[src/rtl/id_ex_operand_stage.sv]
// Operand stage: resolves EX/MEM forwarding and load-use hazards, registers operands into ID/EX.
// Latency: 1 cycle ID -> EX outputs; a load-use hazard adds exactly one bubble cycle.
// Backpressure: stall holds all EX state; load_use_stall asks the front end to hold PC and IF/ID.
module id_ex_operand_stage #(
  parameter int DATA_W = 16,
  parameter int ADDR_W = 4,
  parameter int CNT_W  = 16
) (
  input  logic              clk,
  input  logic              rst,
  input  logic              id_valid,
  input  logic [ADDR_W-1:0] id_p0_addr,
  input  logic [ADDR_W-1:0] id_p1_addr,
  input  logic              id_re0,
  input  logic              id_re1,
  input  logic [ADDR_W-1:0] id_dst_addr,
  input  logic              id_we,
  input  logic              id_is_load,
  input  logic [DATA_W-1:0] rf_p0,
  input  logic [DATA_W-1:0] rf_p1,
  input  logic [DATA_W-1:0] ex_result,
  input  logic [DATA_W-1:0] mem_result,
  input  logic [ADDR_W-1:0] mem_dst_addr,
  input  logic              mem_we,
  input  logic              stall,
  input  logic              flush,
  output logic              ex_valid,
  output logic [DATA_W-1:0] ex_op0,
  output logic [DATA_W-1:0] ex_op1,
  output logic [ADDR_W-1:0] ex_dst_addr,
  output logic              ex_we,
  output logic              ex_is_load,
  output logic              load_use_stall,
  output logic [CNT_W-1:0]  stall_count
);

  logic              ex_valid_q, ex_valid_d;
  logic [DATA_W-1:0] ex_op0_q, ex_op0_d;
  logic [DATA_W-1:0] ex_op1_q, ex_op1_d;
  logic [ADDR_W-1:0] ex_dst_q, ex_dst_d;
  logic              ex_we_q, ex_we_d;
  logic              ex_is_load_q, ex_is_load_d;
  logic [CNT_W-1:0]  cnt_q, cnt_d;

  logic              hit_ex0, hit_ex1, hit_mem0, hit_mem1;
  logic              lus;
  logic [DATA_W-1:0] sel_op0, sel_op1;

  localparam logic [CNT_W-1:0] CNT_ONE = {{(CNT_W-1){1'b0}}, 1'b1};

  // Hazard detection: R0 never matches; WB needs no path since the rf is write-before-read.
  always_comb begin
    hit_ex0  = id_re0 & ex_valid_q & ex_we_q & (ex_dst_q == id_p0_addr) & (id_p0_addr != '0);
    hit_ex1  = id_re1 & ex_valid_q & ex_we_q & (ex_dst_q == id_p1_addr) & (id_p1_addr != '0);
    hit_mem0 = id_re0 & mem_we & (mem_dst_addr == id_p0_addr) & (id_p0_addr != '0);
    hit_mem1 = id_re1 & mem_we & (mem_dst_addr == id_p1_addr) & (id_p1_addr != '0);
    // An external hold already freezes the front end, so no separate request then.
    lus      = id_valid & ex_is_load_q & (hit_ex0 | hit_ex1) & ~stall;
  end

  // Operand select: youngest producer wins; a load in EX cannot forward yet.
  always_comb begin
    sel_op0 = rf_p0;
    sel_op1 = rf_p1;
    if (hit_ex0 && !ex_is_load_q) begin
      sel_op0 = ex_result;
    end else if (hit_mem0) begin
      sel_op0 = mem_result;
    end
    if (hit_ex1 && !ex_is_load_q) begin
      sel_op1 = ex_result;
    end else if (hit_mem1) begin
      sel_op1 = mem_result;
    end
  end

  // Next-state for the ID/EX register: flush > stall > load-use bubble > capture.
  always_comb begin
    ex_valid_d   = ex_valid_q;
    ex_op0_d     = ex_op0_q;
    ex_op1_d     = ex_op1_q;
    ex_dst_d     = ex_dst_q;
    ex_we_d      = ex_we_q;
    ex_is_load_d = ex_is_load_q;
    cnt_d        = cnt_q;
    if (flush) begin
      ex_valid_d   = 1'b0;
      ex_we_d      = 1'b0;
      ex_is_load_d = 1'b0;
    end else if (stall) begin
      // hold everything
    end else if (lus) begin
      ex_valid_d   = 1'b0;
      ex_we_d      = 1'b0;
      ex_is_load_d = 1'b0;
      if (cnt_q != '1) begin
        cnt_d = cnt_q + CNT_ONE;
      end
    end else begin
      ex_valid_d   = id_valid;
      ex_we_d      = id_we & id_valid;
      ex_is_load_d = id_is_load & id_valid;
      ex_dst_d     = id_dst_addr;
      ex_op0_d     = sel_op0;
      ex_op1_d     = sel_op1;
    end
  end

  // ID/EX pipeline register and stall counter; reset clears EX contents immediately.
  always_ff @(posedge clk or posedge rst) begin
    if (rst) begin
      ex_valid_q   <= 1'b0;
      ex_op0_q     <= '0;
      ex_op1_q     <= '0;
      ex_dst_q     <= '0;
      ex_we_q      <= 1'b0;
      ex_is_load_q <= 1'b0;
      cnt_q        <= '0;
    end else begin
      ex_valid_q   <= ex_valid_d;
      ex_op0_q     <= ex_op0_d;
      ex_op1_q     <= ex_op1_d;
      ex_dst_q     <= ex_dst_d;
      ex_we_q      <= ex_we_d;
      ex_is_load_q <= ex_is_load_d;
      cnt_q        <= cnt_d;
    end
  end

  assign ex_valid       = ex_valid_q;
  assign ex_op0         = ex_op0_q;
  assign ex_op1         = ex_op1_q;
  assign ex_dst_addr    = ex_dst_q;
  assign ex_we          = ex_we_q;
  assign ex_is_load     = ex_is_load_q;
  assign load_use_stall = lus;
  assign stall_count    = cnt_q;

endmodule

[config.mk]
export PLATFORM = sky130hd
export DESIGN_NAME = id_ex_operand_stage
export DESIGN_NICKNAME = d
export VERILOG_FILES = /design/src/rtl/id_ex_operand_stage.sv
export SDC_FILE = /design/constraint.sdc
export NUM_CORES = 1
export LEC_CHECK = 0
export CAP_MARGIN = 20
export CORE_ASPECT_RATIO = 0.75
export CORE_MARGIN = 3
export CORE_UTILIZATION = 41
export DETAILED_ROUTE_END_ITERATION = 16
export PLACE_DENSITY = 0.78
export SYNTH_ARGS = -nofsm -noshare
export SYNTH_HDL_FRONTEND = slang
export SYNTH_SLANG_ARGS = --single-unit
[constraint.sdc]
create_clock -name clk -period 2.3 [get_ports clk]
set_input_delay 0.345 -clock clk [delete_from_list [all_inputs] [get_ports clk]]
set_output_delay 0.345 -clock clk [all_outputs]
set_load 0.005 [all_outputs]
==> impl_metrics.ini, run 1 <==
[cells_and_area]
drive_above_1_share_pct = 11.42
mostFrequentLayoutCells = clkdlybuf4s50_1, dfrtp_1, nor2_1, nand2_1, o21ai_0
areaGrowthSynthToFinish_pct = 62.00
stdcell_count = 606
nNetsFinal = 598
diodes = 0
final_common_cell = clkdlybuf4s50_1

[sta]
rsz0062_at_grt = true
finalCriticalPeriod_ns = 2.220
fmax_mhz = 450.4
slew_viol_final = 0
fin_crit_sh_pct = 96.53
tightest_slew_ns = 0.4726
finalSetupViolCount = 0
finClkSkew_ns = 0.01527
slew_headroom_pct = 68.45
finalHoldViolations = 0
final.setup.tns_ns = 0

[logic_synthesis]
synth_area_mm2 = 0.003082
syn-num-nets = 440
ys.flop_type = dfrtp_1
synth-warning-count = 0
synth_enable_flop_cells = 0
yosysSeqAreaShare_pct = 44.66
syn_area_per_cell_um2 = 8.830
synth-seq-cells = 55
synth_cell_types = 36
synth-async-reset-ratio_pct = 100.0
synth_cells = 349

[global_route]
grt_pass1_wl_um = 15080
grt_overflow = 0
antenna_found_initial = 0
grt_max_degree = 65
grt_pass1_vias = 3052
gr-usage-all-layers_pct = 21.63

[power_and_ir_drop]
leakagePower_nw = 2.212
p_per_area_mw_per_mm2 = 465.1
vdd_drop_max_v = 0.0002859
power.total_w = 0.002322

[critical_path]
critPathKind = input pin to primary output
critical_path_arrival_ns = 1.88
startpoint_type = input pin
end_kind = primary output
crit_required_ns = 1.96
path_max_fanout = 3

[placed_design]
hpwl_um = 7100
dp.cells = 594
gp_congestion = 0.8428
port_buffers = 145

[cts]
cts_tree = yes
ctsHtreeMaxLevel = 2
clockBufferDepth = 2
ctsHoldBuffers = 0
clk_pin_slew_ns = 0.11
insertion_delay_ns = 0.31
cts_root_buffer = clkbuf_8
cts_inserted_buffers = 5
clkSinkCount = 55

[routing]
vias_per_cell = 5.195
antenna_left = 0
drc = 0
wirelength_um = 9370
first_iter_violations = 111
dr.pass1.iters = 5
routedWlPerCell_um = 15.46
via_count = 3148

[die]
die-area_mm2 = 0.008603
pin_count = 146
floorplan.initialDensity_pct = 43.65
rows = 26
core-area_mm2 = 0.007059
die_h_um = 81.08
fp.dieW_um = 106.1

[outcome]
status = completed

[min_path]
min_path_type = input pin to async pin

[run]
drv_cap = 0
==> state kept, by name (all words and copies together) (netlist names) <==
| signal | cells |
|---|---|
| ex_op0 | 16 |
| ex_dst_addr | 4 |
| ex_op1 | 16 |
| ex_is_load | 1 |
| ex_valid | 1 |
| stall_count | 16 |
| ex_we | 1 |
==> power breakdown <==
part           switching [W]  total, W  internal [W]
combinational       0.000232  0.000637      0.000405
sequential         0.0000612   0.00111       0.00105
clock               0.000346  0.000570      0.000225
total               0.000639   0.00232       0.00168
==> repair_timing <==
item	4_1_cts	5_1_grt
pin swaps	5	8
setup buffers	3	2
gates cloned	1	0
gates resized for setup	7	13
setup endpoints to repair	3	14
==> routing by layer <==
metal,global-route usage (%),part of all wire [%],vias to the layer above,routed length (µm)
met2,35.46,48,107,4509
met1,29.72,45,1495,4171
met3,4.527,6.2,9,585
met4,5.045,1.1,0,104
met5,0,0,-,0
li1,-,-,1537,-
==> critical path: stages <==
cell and delay [ns]:
clkdlybuf4s50_1 0.46, buf_4 0.17, nor4_2 0.23, nor2_1 0.11, a32oi_2 0.23, or2_1 0.15, nor2_1 0.04, buf_2 0.13
==> per-stage QoR <==
stage	hold slack [ns]	worst slack, ns	area, µm²	util [%]
floorplan	0.4114	0.2634	3082	-
global placement	0.4588	-0.3285	4812	68.17
detailed placement	0.4650	-0.3753	4812	68.17
CTS	0.3702	0.0005953	4943	70.03
global route	0.4041	-0.04789	4992	70.72
finish	0.3534	0.07978	4992	70.72
==> cell families (layout without fill, tap and decap cells) <==
kind of cell               Yosys count  count (layout)  synth area share, %
xor gates and xnor gates            30              30                8.526
buffers and inverters               39             198                5.237
and+or+nand+nor                    116             116                18.35
muxes                                6               6                2.152
adders and majority gates            1               1               0.4059
AOI/OAI and AO/OA                  102             102                20.67
DFF                                 55              55                44.66
==> cell type report <==
type	count	area, µm²
Inverter	18	67.56
Sequential cell	55	1380
Clock inverter	3	27.53
Clock buffer	5	68.82
Fill cell	552	2067
Multi-Input combinational cell	255	1602
Tap cell	98	122.6
Timing Repair Buffer	172	1724
==> worst paths after layout <==
check                                            from                         end  slack (ns)  cells past startpoint
hold / removal                                    rst      ex_op0[10]$_DFFE_PP0P_        0.35                      2
setup / recovery                        id_p0_addr[1]              load_use_stall        0.08                      8
max in group asynchronous                         rst      ex_op1[15]$_DFFE_PP0P_        1.31                      3
hold reg to reg                ex_op0[13]$_DFFE_PP0P_      ex_op0[13]$_DFFE_PP0P_        0.49                      2
min in group clk               ex_op0[13]$_DFFE_PP0P_      ex_op0[13]$_DFFE_PP0P_        0.49                      2
setup reg to reg           ex_dst_addr[0]$_DFFE_PP0P_  stall_count[3]$_DFFE_PP0P_        0.13                      8
==> cell usage after synthesis, types with 6 or more instances <==
cell      count  area [µm²]
o21ai_0      33       165.2
inv_1        18       67.56
xor2_1       20       175.2
a21oi_1      30       150.1
xnor2_1      10       87.58
nand4_1       8       50.05
o31ai_1      30       225.2
dfrtp_1      55        1376
nand2_1      36       135.1
clkbuf_1     16       60.06
nor2_1       39       146.4
and3_1        6       37.54
No activity file was read; power rests on OpenSTA's default activity.
==> run 2, diff against run 1 <==
CORE_UTILIZATION = 37   (was 41)
PLACE_DENSITY = 0.74   (was 0.78)
clock period = 1.9 ns   (was 2.3 ns; I/O delays follow)
==> impl_metrics.ini, run 2 (same netlist as run 1, synthesis figures left out) <==
[global_route]
grt_max_degree = 45
grt_pass1_vias = 3561
grt_pass1_wl_um = 17640
grt_overflow = 0
antenna_found_initial = 0
gr-usage-all-layers_pct = 22.71

[power_and_ir_drop]
power.total_w = 0.002944
p_per_area_mw_per_mm2 = 510.6
leakagePower_nw = 2.574
vdd_drop_max_v = 0.0003328

[cts]
ctsHtreeMaxLevel = 2
cts_inserted_buffers = 5
insertion_delay_ns = 0.31
cts_tree = yes
cts_root_buffer = clkbuf_8
clkSinkCount = 55
clockBufferDepth = 2
clk_pin_slew_ns = 0.10

[cells_and_area]
areaGrowthSynthToFinish_pct = 87.09
final_common_cell = clkdlybuf4s50_1
diodes = 0
mostFrequentLayoutCells = clkdlybuf4s50_1, dfrtp_1, buf_4, nor2_1, nand2_1
stdcell_count = 656
fill_cells = 575
drive_above_1_share_pct = 25.95
nNetsFinal = 642

[critical_path]
critical_path_arrival_ns = 2.36
path_max_fanout = 12
rrSetupSlack_ns = -0.22
crit_required_ns = 2.14
end_kind = register
critPathKind = register to register
timing.rr.start = ex_dst_addr[1]$_DFFE_PP0P_
crit_start = ex_dst_addr[1]$_DFFE_PP0P_
startpoint_type = register

[die]
core-area_mm2 = 0.007988
die-area_mm2 = 0.009471
fp.dieW_um = 111.4
die_h_um = 85.04
rows = 28
floorplan.initialDensity_pct = 38.58
pin_count = 146

[sta]
finalSetupViolCount = 54
finClkSkew_ns = 0.01036
rsz0062_at_grt = true
slew_viol_final = 0
slew_headroom_pct = 79.54
worst_slack_ns = -0.2219
fin_hold_ws_ns = 0.2258
fin_crit_sh_pct = 111.7
finalCriticalPeriod_ns = 2.122
finalHoldViolations = 0
tightest_slew_ns = 0.3042
fmax_mhz = 471.3

[placed_design]
gp_congestion = 0.8521
hpwl_um = 7434
post-place-ws_ns = -0.5935
dp.cells = 630
port_buffers = 145

[outcome]
violations = setup timing
status = complete, but fails checks

[run]
drv_cap = 0

[routing]
routedWlPerCell_um = 16.71
via_count = 3468
first_iter_violations = 120
drc = 0
antenna_left = 0
dr.pass1.iters = 5
wirelength_um = 10960
vias_per_cell = 5.287

[min_path]
min_path_type = input pin to async pin
==> run 2: changes by cell type in the layout (fill, tap and decap cells not counted), moves of 5 or more <==
cell,change
a21oi_1,-5
a21oi_2,+5
buf_4,+33
mux2_4,+5
nand2_1,-6
nand2_2,+5
o21ai_0,-7
o21ai_2,+5
o31ai_1,-22
o31ai_2,+18
==> run 2: layout make-up <==
cell class / count / area [µm²] / area share [%]
repair buffers: 216 / 2225 / 38.59
clock buffers: 5 / 68.82 / 1.194
well taps: 105 / 131.4 / 2.279
flip-flops and latches: 55 / 1378 / 23.89
multi-input cells: 255 / 1882 / 32.64
inverters: 18 / 67.56 / 1.172
clock inverters: 2 / 13.76 / 0.2387
==> run 2: repair_timing <==
item / in CTS / in global routing
buffers inserted: 11 / 6
resized for setup: 81 / 8
pin swaps: 18 / 4
setup endpoints to repair: 51 / 56
gates cloned: 5 / 0
hold buffers: 0 / 0
==> run 2: stage by stage <==
step | utilization [%] | instance area (µm²) | TNS (ns)
4_1_cts | 71.21 | 5688 | -8.093
6_report | 72.18 | 5766 | -8.143
2_1_floorplan | - | 3102 | -0.06460
5_1_grt | 72.18 | 5766 | -14.71
3_3_place_gp | 63.75 | 5092 | -20.04
3_5_place_dp | 63.75 | 5092 | -22.71
==> run 2: final timing paths <==
| check | cells past startpoint | endpoint |
|---|---|---|
| max | 9 | stall_count[3]$_DFFE_PP0P_ |
| min | 2 | ex_op0[9]$_DFFE_PP0P_ |
| max reg2reg | 9 | stall_count[3]$_DFFE_PP0P_ |
| min reg2reg | 2 | ex_op1[15]$_DFFE_PP0P_ |
| max in group asynchronous | 3 | ex_dst_addr[0]$_DFFE_PP0P_ |
| min in group clk | 2 | ex_op1[15]$_DFFE_PP0P_ |
==> run 2: critical path, stage by stage, from the launching register on <==
cell and delay (ns):
dfrtp_1 0.41, xor2_1 0.17, nor4_2 0.31, buf_4 0.16
a32oi_2 0.05, buf_4 0.17, a2111oi_4 0.21, buf_6 0.20
and4_1 0.21, xor2_1 0.16
==> run 2: where the power goes <==
| part | switching, W | internal, W | total, W |
|---|---|---|---|
| Sequential | 0.0000727 | 0.00127 | 0.00135 |
| Combinational | 0.000353 | 0.000602 | 0.000954 |
| Clock | 0.000389 | 0.000254 | 0.000643 |
==> run 2: layer usage <==
layer | track usage, % | share of wire (%)
met1 | 28.53 | 42
met2 | 40.39 | 51
met3 | 4.918 | 6.2
met4 | 5.193 | 0.73
met5 | 0 | 0
==> run 3, diff against run 2 <==
SKIP_CTS_REPAIR_TIMING = 1   (was unset)
==> impl_metrics.ini, run 3 (same netlist as run 1, synthesis figures left out) <==
[outcome]
status = complete, but fails checks
violations = setup timing

[cells_and_area]
areaGrowthSynthToFinish_pct = 87.45
drive_above_1_share_pct = 23.11
final_common_cell = clkdlybuf4s50_1
diodes = 0
utilization_pct = 72.32
mostFrequentLayoutCells = clkdlybuf4s50_1, dfrtp_1, buf_4, nor2_1, nand2_1
nNetsFinal = 632

[die]
die-area_mm2 = 0.009471
pin_count = 146
die_h_um = 85.04
floorplan.initialDensity_pct = 38.58
core-area_mm2 = 0.007988
rows = 28
fp.dieW_um = 111.4

[min_path]
min_path_type = input pin to async pin

[critical_path]
path_max_fanout = 6
critical-path-max-stage-delay_ns = 0.47
crit_family = buffers and inverters
end_kind = register
crit_buf_inv = 4
crit_slowest_cell = dfrtp_2
path_cells = buf_4 -> nor4_2 -> nor2_1 -> a32oi_2 -> buf_4 -> o21ai_4 -> buf_12 -> clkbuf_16 -> o31ai_4
critPathKind = register to register
crit_path_frequent_cell = buf_4
critical_path_arrival_ns = 2.42
crit_required_ns = 2.12
startpoint_type = register

[cts]
cts_root_buffer = clkbuf_8
clkSinkCount = 55
cts_inserted_buffers = 5
ctsHtreeMaxLevel = 2
clockBufferDepth = 2
cts_tree = yes
clk_pin_slew_ns = 0.10
insertion_delay_ns = 0.31

[routing]
drc = 0
first_iter_violations = 114
wirelength_um = 10930
dr.pass1.iters = 4
vias_per_cell = 5.220
antenna_left = 0
routedWlPerCell_um = 16.92
via_count = 3372

[sta]
fmax_mhz = 454.7
finClkSkew_ns = 0.01312
slew_headroom_pct = 79.25
fin_crit_sh_pct = 115.7
rsz0062_at_grt = true
finalCriticalPeriod_ns = 2.199
worst_slack_ns = -0.2991
finalHoldViolations = 0
finalSetupViolCount = 55
slew_viol_final = 0
tightest_slew_ns = 0.3086

[global_route]
grt_pass1_wl_um = 15790
grt_max_degree = 45
antenna_found_initial = 0
grt_pass1_vias = 3246
grt_overflow = 0
gr-usage-all-layers_pct = 20.15

[power_and_ir_drop]
vdd_drop_max_v = 0.0003412
power.total_w = 0.002975
p_per_area_mw_per_mm2 = 515.0
leakagePower_nw = 2.519

[placed_design]
gp_congestion = 0.8521
port_buffers = 145
hpwl_um = 7434

[run]
drv_cap = 0
-- run 3: final timing paths --
| path | startpoint | endpoint | slack, ns | depth (start not counted) |
|---|---|---|---|---|
| max in group asynchronous | rst | ex_dst_addr[0]$_DFFE_PP0P_ | 1.11 | 3 |
| setup / recovery | ex_dst_addr[0]$_DFFE_PP0P_ | ex_op1[0]$_DFFE_PP0P_ | -0.30 | 9 |
| min in group clk | ex_op0[6]$_DFFE_PP0P_ | ex_op0[6]$_DFFE_PP0P_ | 0.49 | 2 |
| hold reg to reg | ex_op0[6]$_DFFE_PP0P_ | ex_op0[6]$_DFFE_PP0P_ | 0.49 | 2 |
| setup reg to reg | ex_dst_addr[0]$_DFFE_PP0P_ | ex_op1[0]$_DFFE_PP0P_ | -0.30 | 9 |
| hold / removal | rst | ex_op0[9]$_DFFE_PP0P_ | 0.23 | 2 |
-- run 3: layout make-up --
cell class	count	area, µm²
repair buffers	206	2110
flip-flops and latches	55	1378
clock buffers	5	68.82
multi-input cells	255	2008
fillers	566	2211
inverters	18	67.56
clock inverters	2	13.76
well taps	105	131.4
-- run 3: power by group --
part | leakage, nW | switching, W | total (W) | internal, W
clock | 0.0440 | 0.000388 | 0.000642 | 0.000254
sequential | 0.706 | 0.0000777 | 0.00135 | 0.00127
combinational | 1.77 | 0.000372 | 0.000981 | 0.000609
-- run 3: metal layers --
layer / wire length, µm / part of all wire, % / global-route usage, % / up-vias
met3: 765 / 7.0 / 4.989 / 11
met1: 4519 / 41 / 26.06 / 1631
met4: 140 / 1.3 / 5.414 / 0
li1: - / - / - / 1607
met5: 0 / 0 / 0 / -
met2: 5508 / 50 / 34.04 / 123
-- run 3: stage by stage --
stage	hold slack [ns]	TNS (ns)	cells	instance area (µm²)	setup WS, ns
3_5_place_dp	0.4648	-22.71	630	5092	-0.5935
5_1_grt	0.2591	-16.34	646	5777	-0.3866
6_report	0.2257	-11.06	646	5777	-0.2991
2_1_floorplan	0.3514	-0.06460	349	3102	-0.03307
4_1_cts	0.2231	-6.029	637	5175	-0.6014
3_3_place_gp	0.4604	-20.04	630	5092	-0.5915
